==> config.mk <==
export PLATFORM = sky130hd
export DESIGN_NAME = dv_test_status_detector
export DESIGN_NICKNAME = d
export VERILOG_FILES = /design/src/rtl/dv_test_status_sig_pkg.sv /design/src/rtl/dv_test_status_detector.sv
export SDC_FILE = /design/constraint.sdc
export NUM_CORES = 1
export LEC_CHECK = 0
export CAP_MARGIN = 20
export CORE_MARGIN = 3
export CORE_UTILIZATION = 27
export CTS_CLUSTER_SIZE = 25
export DETAILED_ROUTE_END_ITERATION = 12
export GPL_TIMING_DRIVEN = 0
export PLACE_DENSITY = 0.49
export SLEW_MARGIN = 20
export SYNTH_ARGS = -nofsm -noshare
export SYNTH_HDL_FRONTEND = slang
export SYNTH_SLANG_ARGS = --single-unit
export TNS_END_PERCENT = 5
==> constraint.sdc <==
create_clock -name clk_i -period 5.72 [get_ports clk_i]
set_clock_uncertainty 0.2 [all_clocks]
set_input_delay 1.144 -clock clk_i [delete_from_list [all_inputs] [get_ports clk_i]]
set_output_delay 1.144 -clock clk_i [all_outputs]
set_load 0.02 [all_outputs]
==> src/rtl/dv_test_status_sig_pkg.sv <==
// Shared definitions for the DV test-status signature.
// The detector matches against these strings, and the status printer
// prints its banners from the same constants, so the two ends always agree
// on the exact text.
package dv_test_status_sig_pkg;

  localparam int SigLen    = 18;
  localparam int BranchPos = 5;  // 'P' or 'F' decides which signature applies

  // Element 0 holds the first character of the line.
  localparam logic [0:SigLen-1][7:0] SigPass = "TEST PASSED CHECKS";
  localparam logic [0:SigLen-1][7:0] SigFail = "TEST FAILED CHECKS";

  localparam logic [7:0] AsciiLf = 8'h0a;
  localparam logic [7:0] AsciiCr = 8'h0d;

  localparam logic BrPass = 1'b0;
  localparam logic BrFail = 1'b1;

  typedef enum logic [1:0] {
    LINE_START,
    MATCH,
    CONFIRM,
    SKIP_LINE
  } det_state_e;

  function automatic logic [7:0] sig_char(input logic br, input logic [4:0] idx);
    sig_char = br ? SigFail[idx] : SigPass[idx];
  endfunction

endpackage

==> src/rtl/dv_test_status_detector.sv <==
// Scans a console byte stream for the whole-line signatures
// "TEST PASSED CHECKS" / "TEST FAILED CHECKS" and latches a sticky verdict.
//
// state      | meaning
// -----------+--------------------------------------------------------
// LINE_START | at the first byte of a line
// MATCH      | idx characters of a signature matched so far
// CONFIRM    | full signature matched; next byte must end the line
// SKIP_LINE  | line cannot match; discard bytes up to '\n'
//
// Ports:
//   clk_i, rst_i   clock, synchronous active-high reset
//   byte_valid_i   byte_i holds a character
//   byte_i         ASCII character
//   byte_ready_o   always 1 after reset (no back-pressure)
//   done_o         sticky: verdict latched
//   passed_o       sticky: verdict is PASSED
//   failed_o       sticky: verdict is FAILED
//   multi_o        sticky: another full signature seen after done_o
//   timeout_o      sticky: watchdog expired before done_o
//   line_cnt_o     accepted '\n' count, saturating
module dv_test_status_detector
  import dv_test_status_sig_pkg::*;
#(
  parameter int unsigned TimeoutCycles = 0,
  parameter int unsigned LineCntW      = 16
) (
  input  logic                clk_i,
  input  logic                rst_i,
  input  logic                byte_valid_i,
  input  logic [7:0]          byte_i,
  output logic                byte_ready_o,
  output logic                done_o,
  output logic                passed_o,
  output logic                failed_o,
  output logic                multi_o,
  output logic                timeout_o,
  output logic [LineCntW-1:0] line_cnt_o
);

  localparam logic [4:0] IdxLast   = 5'(SigLen - 1);
  localparam logic [4:0] IdxBranch = 5'(BranchPos);

  det_state_e          state_q, state_d;
  logic [4:0]          idx_q, idx_d;
  logic                br_q, br_d;
  logic                ready_q;
  logic                done_q, passed_q, failed_q, multi_q;
  logic [LineCntW-1:0] line_cnt_q;

  logic accept, is_lf, is_cr;
  logic char_ok, br_sel;
  logic verdict_hit, lf_seen;

  assign accept = byte_valid_i && ready_q;
  assign is_lf  = (byte_i == AsciiLf);
  assign is_cr  = (byte_i == AsciiCr);

  // State register
  always_ff @(posedge clk_i) begin
    if (rst_i) begin
      state_q <= LINE_START;
      idx_q   <= 5'd0;
      br_q    <= BrPass;
    end else begin
      state_q <= state_d;
      idx_q   <= idx_d;
      br_q    <= br_d;
    end
  end

  // Next-state logic
  always_comb begin
    state_d = state_q;
    idx_d   = idx_q;
    br_d    = br_q;
    char_ok = 1'b0;
    br_sel  = br_q;

    // The branch position accepts either letter and picks the signature.
    if (idx_q == IdxBranch) begin
      char_ok = (byte_i == SigPass[BranchPos]) || (byte_i == SigFail[BranchPos]);
      br_sel  = (byte_i == SigFail[BranchPos]) ? BrFail : BrPass;
    end else begin
      char_ok = (byte_i == sig_char(br_q, idx_q));
    end

    if (accept) begin
      case (state_q)
        LINE_START: begin
          if (byte_i == sig_char(BrPass, 5'd0)) begin
            state_d = MATCH;
            idx_d   = 5'd1;
          end else if (!is_lf) begin
            state_d = SKIP_LINE;
          end
        end
        MATCH: begin
          if (char_ok) begin
            br_d  = br_sel;
            idx_d = idx_q + 5'd1;
            if (idx_q == IdxLast) state_d = CONFIRM;
          end else begin
            idx_d   = 5'd0;
            state_d = is_lf ? LINE_START : SKIP_LINE;
          end
        end
        CONFIRM: begin
          // '\r' still registers the verdict but the line ends at '\n'.
          idx_d   = 5'd0;
          state_d = is_lf ? LINE_START : SKIP_LINE;
        end
        SKIP_LINE: begin
          if (is_lf) state_d = LINE_START;
        end
        default: begin
          idx_d   = 5'd0;
          state_d = LINE_START;
        end
      endcase
    end
  end

  // Output decode
  always_comb begin
    verdict_hit = accept && (state_q == CONFIRM) && (is_lf || is_cr);
    lf_seen     = accept && is_lf;
  end

  always_ff @(posedge clk_i) begin
    if (rst_i) begin
      ready_q    <= 1'b0;
      done_q     <= 1'b0;
      passed_q   <= 1'b0;
      failed_q   <= 1'b0;
      multi_q    <= 1'b0;
      line_cnt_q <= '0;
    end else begin
      ready_q <= 1'b1;
      if (verdict_hit) begin
        if (!done_q) begin
          done_q   <= 1'b1;
          passed_q <= (br_q == BrPass);
          failed_q <= (br_q == BrFail);
        end else begin
          multi_q <= 1'b1;
        end
      end
      if (lf_seen && (line_cnt_q != '1)) line_cnt_q <= line_cnt_q + LineCntW'(1);
    end
  end

  generate
    if (TimeoutCycles > 0) begin : g_wdog
      localparam int unsigned WdW = $clog2(TimeoutCycles + 1);
      logic [WdW-1:0] wd_cnt_q;
      logic           timeout_q;

      always_ff @(posedge clk_i) begin
        if (rst_i) begin
          wd_cnt_q  <= '0;
          timeout_q <= 1'b0;
        end else if (!done_q && !timeout_q) begin
          wd_cnt_q <= wd_cnt_q + WdW'(1);
          if (wd_cnt_q == WdW'(TimeoutCycles - 1)) timeout_q <= 1'b1;
        end
      end

      assign timeout_o = timeout_q;
    end else begin : g_no_wdog
      assign timeout_o = 1'b0;
    end
  endgenerate

  assign byte_ready_o = ready_q;
  assign done_o       = done_q;
  assign passed_o     = passed_q;
  assign failed_o     = failed_q;
  assign multi_o      = multi_q;
  assign line_cnt_o   = line_cnt_q;

endmodule

=== Word level (Yosys, flattened, before mapping) ===
Memories as Yosys holds them, arrays and structs flattened.
Cells that the tools add are included.

* Add/sub/neg operators: 2
* Order comparisons: 1
* Multiplexer cells: 18
* Reduce and logical (&&, ||, !) cells: 14
* Bitwise logic cells: 3
* Equal/unequal tests: 16

{| class="wikitable"
|+ Operator list
! operator !! number
|-
| two-way mux 8 bit || 5
|-
| equality test 8 x 7 -> 1 bit (second input constant) || 3
|-
| adder 16 x 1 -> 16 bit (second input constant) || 1
|-
| equality test 8 x 4 -> 1 bit (second input constant) || 2
|-
| != test 16 bit (second input constant) || 1
|-
| case mux 5 bit (3 select lines) || 1
|-
| two-way mux 2 bit || 6
|-
| two-way mux 5 bit || 2
|-
| equality test 8 bit || 1
|-
| case mux 2 bit (4 select lines) || 1
|-
| AND reduction 4 bit || 2
|-
| greater-or-equal comparator 6 bit (second input constant) || 1
|-
| != test 3 bit (second input constant) || 2
|-
| inverter 5 -> 6 bit || 1
|-
| adder 5 x 1 -> 5 bit (second input constant) || 1
|-
| equality test 5 x 3 -> 1 bit (second input constant) || 1
|-
| equality test 5 bit (second input constant) || 1
|-
| logical AND 1 bit || 5
|-
| equality test 2 bit (second input constant) || 2
|-
| != test 2 bit (second input constant) || 2
|-
| AND reduction 2 bit || 2
|-
| two-way mux 1 bit || 3
|-
| AND reduction 3 bit || 1
|-
| nonzero test 3 bit || 1
|-
| 4 further kinds || 6
|}

* Flip-flop bits (word level): 29
* Output and inout bits: 22
* Bits in read-only memories: 512
* Memories kept: 2
* Bits of input ports: 11

{| class="wikitable"
|+ Memories
! memory !! depth !! width !! read ports !! clocked after Yosys merged registers in !! write ports !! RTL line !! source
|-
| (name not given) || 32 || 8 || 1 || 0 || 0 || dv_test_status_sig_pkg.sv:28 || <nowiki>sig_char = br ? SigFail[idx] : SigPass[idx];</nowiki>
|-
| (name not given) || 32 || 8 || 1 || 0 || 0 || dv_test_status_sig_pkg.sv:28 ||
|}

=== Logic depth before layout (Yosys ltp) ===
Gate-level depths: netlist of run 1.

* Depth after elaboration: 9
* Mapped depth: 10
* Mapped depth without buffers: 10

=== Worst setup path after synthesis of run 1 ===
Ideal clock, no wire load.

* Path type: in2reg
* Start: input byte_i[5]
* End: register state_q[0]
* Library setup time: 0.130 ns
* Path slack: 2.542 ns
* Arrival time: 2.848 ns
* Data required time: 5.390 ns
* Stages on the path: 7
* Path buffers: 0
* Cell sequence: or4b_1 -> a22oi_1 -> nand4_1 -> o41ai_4 -> a211o_4 -> mux2i_1 -> o22ai_1

* Cells in the longest elaborated chain, start to end: 5
* Elaborated cells on any way between the ends: 15

{| class="wikitable"
|+ RTL lines
! item !! RTL line !! source
|-
| start, declared || dv_test_status_detector.sv:31 || <nowiki>input logic [7:0] byte_i,</nowiki>
|-
| equality test 8 x 7 -> 1 bit || dv_test_status_detector.sv:82 || <nowiki>char_ok = (byte_i == SigPass[BranchPos]) || (byte_i == SigFail[BranchPos]);</nowiki>
|-
| logical OR 1 bit || dv_test_status_detector.sv:82 ||
|-
| two-way mux 1 bit || dv_test_status_detector.sv:81 || <nowiki>if (idx_q == IdxBranch) begin</nowiki>
|-
| != test 3 bit (no source line) or two-way mux 2 bit (tied branches) || n/a ||
|-
| AND reduction 4 bit (no source line) or case mux 2 bit (4 select lines) (tied branches) || n/a ||
|-
| end signal, assigned || dv_test_status_detector.sv:66 || <nowiki>state_q <= state_d;</nowiki>
|-
| end, declared || dv_test_status_detector.sv:44 || <nowiki>det_state_e state_q, state_d;</nowiki>
|}

Several ways; a longest one is shown, not always the timed one.
A chain may end at the register's enable or synchronous reset.

=== Final worst setup path of run 1 ===
* Start: input byte_i[1]
* End: register line_cnt_q[15] (netlist: line_cnt_o[15])

* Cells in the longest elaborated chain, start to end: 3

{| class="wikitable"
|+ RTL lines
! item !! RTL line !! source
|-
| equality test 8 x 4 -> 1 bit || dv_test_status_detector.sv:56 || <nowiki>assign is_lf = (byte_i == AsciiLf);</nowiki>
|-
| logical AND 1 bit || dv_test_status_detector.sv:127 || <nowiki>lf_seen = accept && is_lf;</nowiki>
|-
| logical AND 1 bit || dv_test_status_detector.sv:149 || <nowiki>if (lf_seen && (line_cnt_q != '1)) line_cnt_q <= line_cnt_q + LineCntW'(1);</nowiki>
|-
| end signal, assigned || dv_test_status_detector.sv:149 ||
|-
| end, declared || dv_test_status_detector.sv:49 || <nowiki>logic [LineCntW-1:0] line_cnt_q;</nowiki>
|}

Every way passes these cells.

==> reports/qor.yml, run 1 <==
run_status:
  status: "finished clean"
die:
  initial_core_util_pct: 28.7
  core-area_um2: 7020
  die_height_um: 92.4
  std_cell_rows: 30
  boundaryPins: 33
  fp.dieW_um: 92.4
  dieArea_um2: 8530
setup_path:
  arrival_ns: 3.73
  crit_start: "byte_i[1]"
  path_max_fanout: 8
  r2r_setup_slack_ns: 2.37
  cp_slowest_cell: "clkdlybuf4s50_1"
  worstSetupEndpoint: "line_cnt_o[15]"
  reg2reg_depth: 10
  crit_path_end_kind: "flip-flop"
  critPathMaxStageDelay_ns: 0.58
  timing.rr.start: "idx_q[0]"
  critPathKind: "in -> reg"
  cp-start-kind: "primary input"
  crit_required_ns: 5.67
  timing.critical_path.mode_cell: "nor2_1"
  worstPathCellList: "clkdlybuf4s50_1 > or3b_2 > nor3b_2 > o211a_1 > buf_2 > nand4_1 > nor2_1 > nand3_1 > xor2_1 > nor2_1"
  r2r_end: "state_q[0]"
sta:
  timing.final.crit_share_pct: 66.2
  timing.final.ws_setup_ns: 1.93
  slew_violations: 0
  finalHoldViolCount: 0
  fin_setup_tns_ns: 0
  rsz0062_at_grt: "false"
  finalSetupViolCount: 0
  tightest_slew_ns: 0.507
  period_needed_ns: 3.79
  maxSlewHeadroom_pct: 66.2
  timing.fmax_mhz: 264
clock_network:
  ctsHtreeMaxLevel: 2
  cts.sink_count: 29
  cts_root_buf: "clkbuf_8"
  numCtsBuffers: 5
  cts_setup_buffers: 0
  insertion_delay_ns: 0.28
  path_clk_slew_ns: 0.06
  cts_hold_buf: 0
  cts_buffer_depth: 2
  cts_tree: "done"
  cts_resized: 0
global_routing:
  track_usage_pct: 12.4
  grt_pass1_wl_mm: 8.60
  overflow: 0
  grt_max_degree: 12
  first_global_vias: 1749
  antenna_found_initial: 0
yosys:
  synth_area_um2: 2010
  synthCells: 250
  synthFlopType: "dfxtp_1"
  yosysWarnings: 0
  synth_cell_types: 49
  synthArstFlopShare_pct: 0
  synth_edf_count: 0
  syn-num-nets: 274
  avgSynthCellArea_um2: 8.05
  ys_seq_elements: 29
  synth_seq_area_share_pct: 28.8
layout:
  layout_commonest_cell: "nor2_1"
  syn2layout_area_growth_pct: 26.8
  drive_gt1_share_pct: 7.99
  antenna_cells: 0
  nets: 311
  layout_common_cells: "nor2_1 (37), clkdlybuf4s50_1 (30), dfxtp_1 (29)"
  utilization_pct: 36.4
power_and_ir_drop:
  leakagePower_nw: 0.975
  power_density_nw_per_um2: 188
  vdd.ir_drop.worst_mv: 0.0907
routing:
  vias: 1834
  first_pass_iters: 4
  route.detailed.drc: 0
  drt-total-wl_mm: 5.06
  wl_per_cell_um: 13.2
  ant_nets: 0
  drt_iter0_markers: 123
  via_per_inst: 4.78
placement:
  place_hpwl_mm: 3.79
  port_buffers: 30
  gp_congestion: 0.773
  place_ws_ns: 1.61
hold_path:
  hp-class: "reg -> reg"
flow_run:
  drv_cap: 0
## state kept, by name, indices dropped and copies added, names as in the netlist
| name | count |
|---|---|
| multi_o | 1 |
| state_q | 2 |
| byte_ready_o | 1 |
| br_q | 1 |
| line_cnt_o | 16 |
| idx_q | 5 |
| passed_o | 1 |
| done_o | 1 |
| failed_o | 1 |
## Yosys cell counts, types with 2 or more instances
cell       n  share of area [%]
nand3_1   11                2.7
xor2_1    12                5.2
xnor2_1    7                3.0
a211oi_1   6                2.2
o22ai_1    2               0.62
dfxtp_1   29                 29
o21ai_0    7                1.7
inv_1     12                2.2
mux2i_1    6                3.0
nor4_1     2               0.62
and2_1     3               0.93
nor2_1    37                6.9
nand2_1   19                3.5
nor3_1     5                1.2
a21o_1     2               0.75
clkbuf_1   5               0.93
and3b_1    4                1.7
a311oi_1   2               0.87
or2_2      3               0.93
nor4bb_1   2               0.99
nand4_1    8                2.5
nand2b_1   5                1.6
or4_1      4                1.5
buf_2      5                1.2
o211a_1    2               0.99
o211ai_1   2               0.75
and3_1     7                2.2
ha_1      13                8.1
a21oi_1    8                2.0
## per-stage QoR
step | instances | hold WS (ns) | power [mW] | instance area, um^2
3_5_place_dp | 376 | 0.265 | 0.259 | 2430
4_1_cts | 384 | 0.283 | 0.486 | 2550
2_1_floorplan | 250 | 0.326 | 0.241 | 2010
5_1_grt | 384 | 0.332 | 0.502 | 2550
3_3_place_gp | 376 | 0.266 | 0.259 | 2430
6_report | 384 | 0.272 | 0.479 | 2550
## metal layers
metal | global-route usage, % | vias up | share of wire (%)
met5 | 0 | - | 0
met4 | 2.97 | 0 | 1.0
met3 | 3.90 | 5 | 5.6
met2 | 17.2 | 37 | 40
met1 | 18.4 | 831 | 54
li1 | - | 961 | -
## where the power goes
| part | total (mW) | switching [mW] | internal, mW | leakage [nW] |
|---|---|---|---|---|
| combinational | 0.0476 | 0.0273 | 0.0203 | 0.683 |
| sequential | 0.207 | 0.00262 | 0.204 | 0.234 |
| clock | 0.225 | 0.0833 | 0.142 | 0.0574 |
## worst max-delay path: cells and delay by family
kind,cells,cell delay [ns]
xor gates and xnor gates,1,0.15
AOI/OAI and AO/OA,1,0.20
and+or+nand+nor,6,1.47
buffers and inverters,2,0.77
## layout make-up
type	instances	area, um^2
inverters	12	45.0
clock buffers	6	82.6
plain buffers	11	51.3
well taps	96	120
fillers	743	4470
repair buffers	30	300
flip-flops and latches	29	581
multi-input cells	198	1340
clock inverters	2	37.5
## worst min-delay path by stage
stage | end | startpoint | cells after the start
after floorplan | state_q[1] | state_q[1] | 2
after global placement | multi_o | multi_o | 2
after detailed placement | multi_o | multi_o | 2
after CTS | multi_o | multi_o | 2
after global routing | multi_o | multi_o | 2
final | multi_o | multi_o | 2
## cell families after synthesis
| family | share of synthesized area, % |
|---|---|
| adders and majority gates | 8.08 |
| other | 0.186 |
| DFF | 28.8 |
| buffers and inverters | 4.79 |
| muxes | 3.54 |
| and+or+nand+nor | 31.0 |
| AOI/OAI and AO/OA | 15.4 |
| xor gates and xnor gates | 8.27 |
No activity file was read; power rests on OpenSTA's default activity.
==> inputs of run 2 (changes only) <==
==> constraint.sdc (replaced) <==
create_clock -name clk_i -period 3.8 [get_ports clk_i]
set_clock_uncertainty 0.2 [all_clocks]
set_input_delay 0.76 -clock clk_i [delete_from_list [all_inputs] [get_ports clk_i]]
set_output_delay 0.76 -clock clk_i [all_outputs]
set_load 0.02 [all_outputs]
==> results of run 2 <==
The final DEF is identical to that of run 1. Status: finished clean.
Among the figures that moved: setup slack after placement 1.61 ns -> 0.0769 ns; setup slack after layout 1.93 ns -> 0.399 ns; register-to-register setup slack 2.37 ns -> 0.45 ns; total power 0.479 mW -> 0.721 mW; worst IR drop on VDD 0.0907 mV -> 0.137 mV
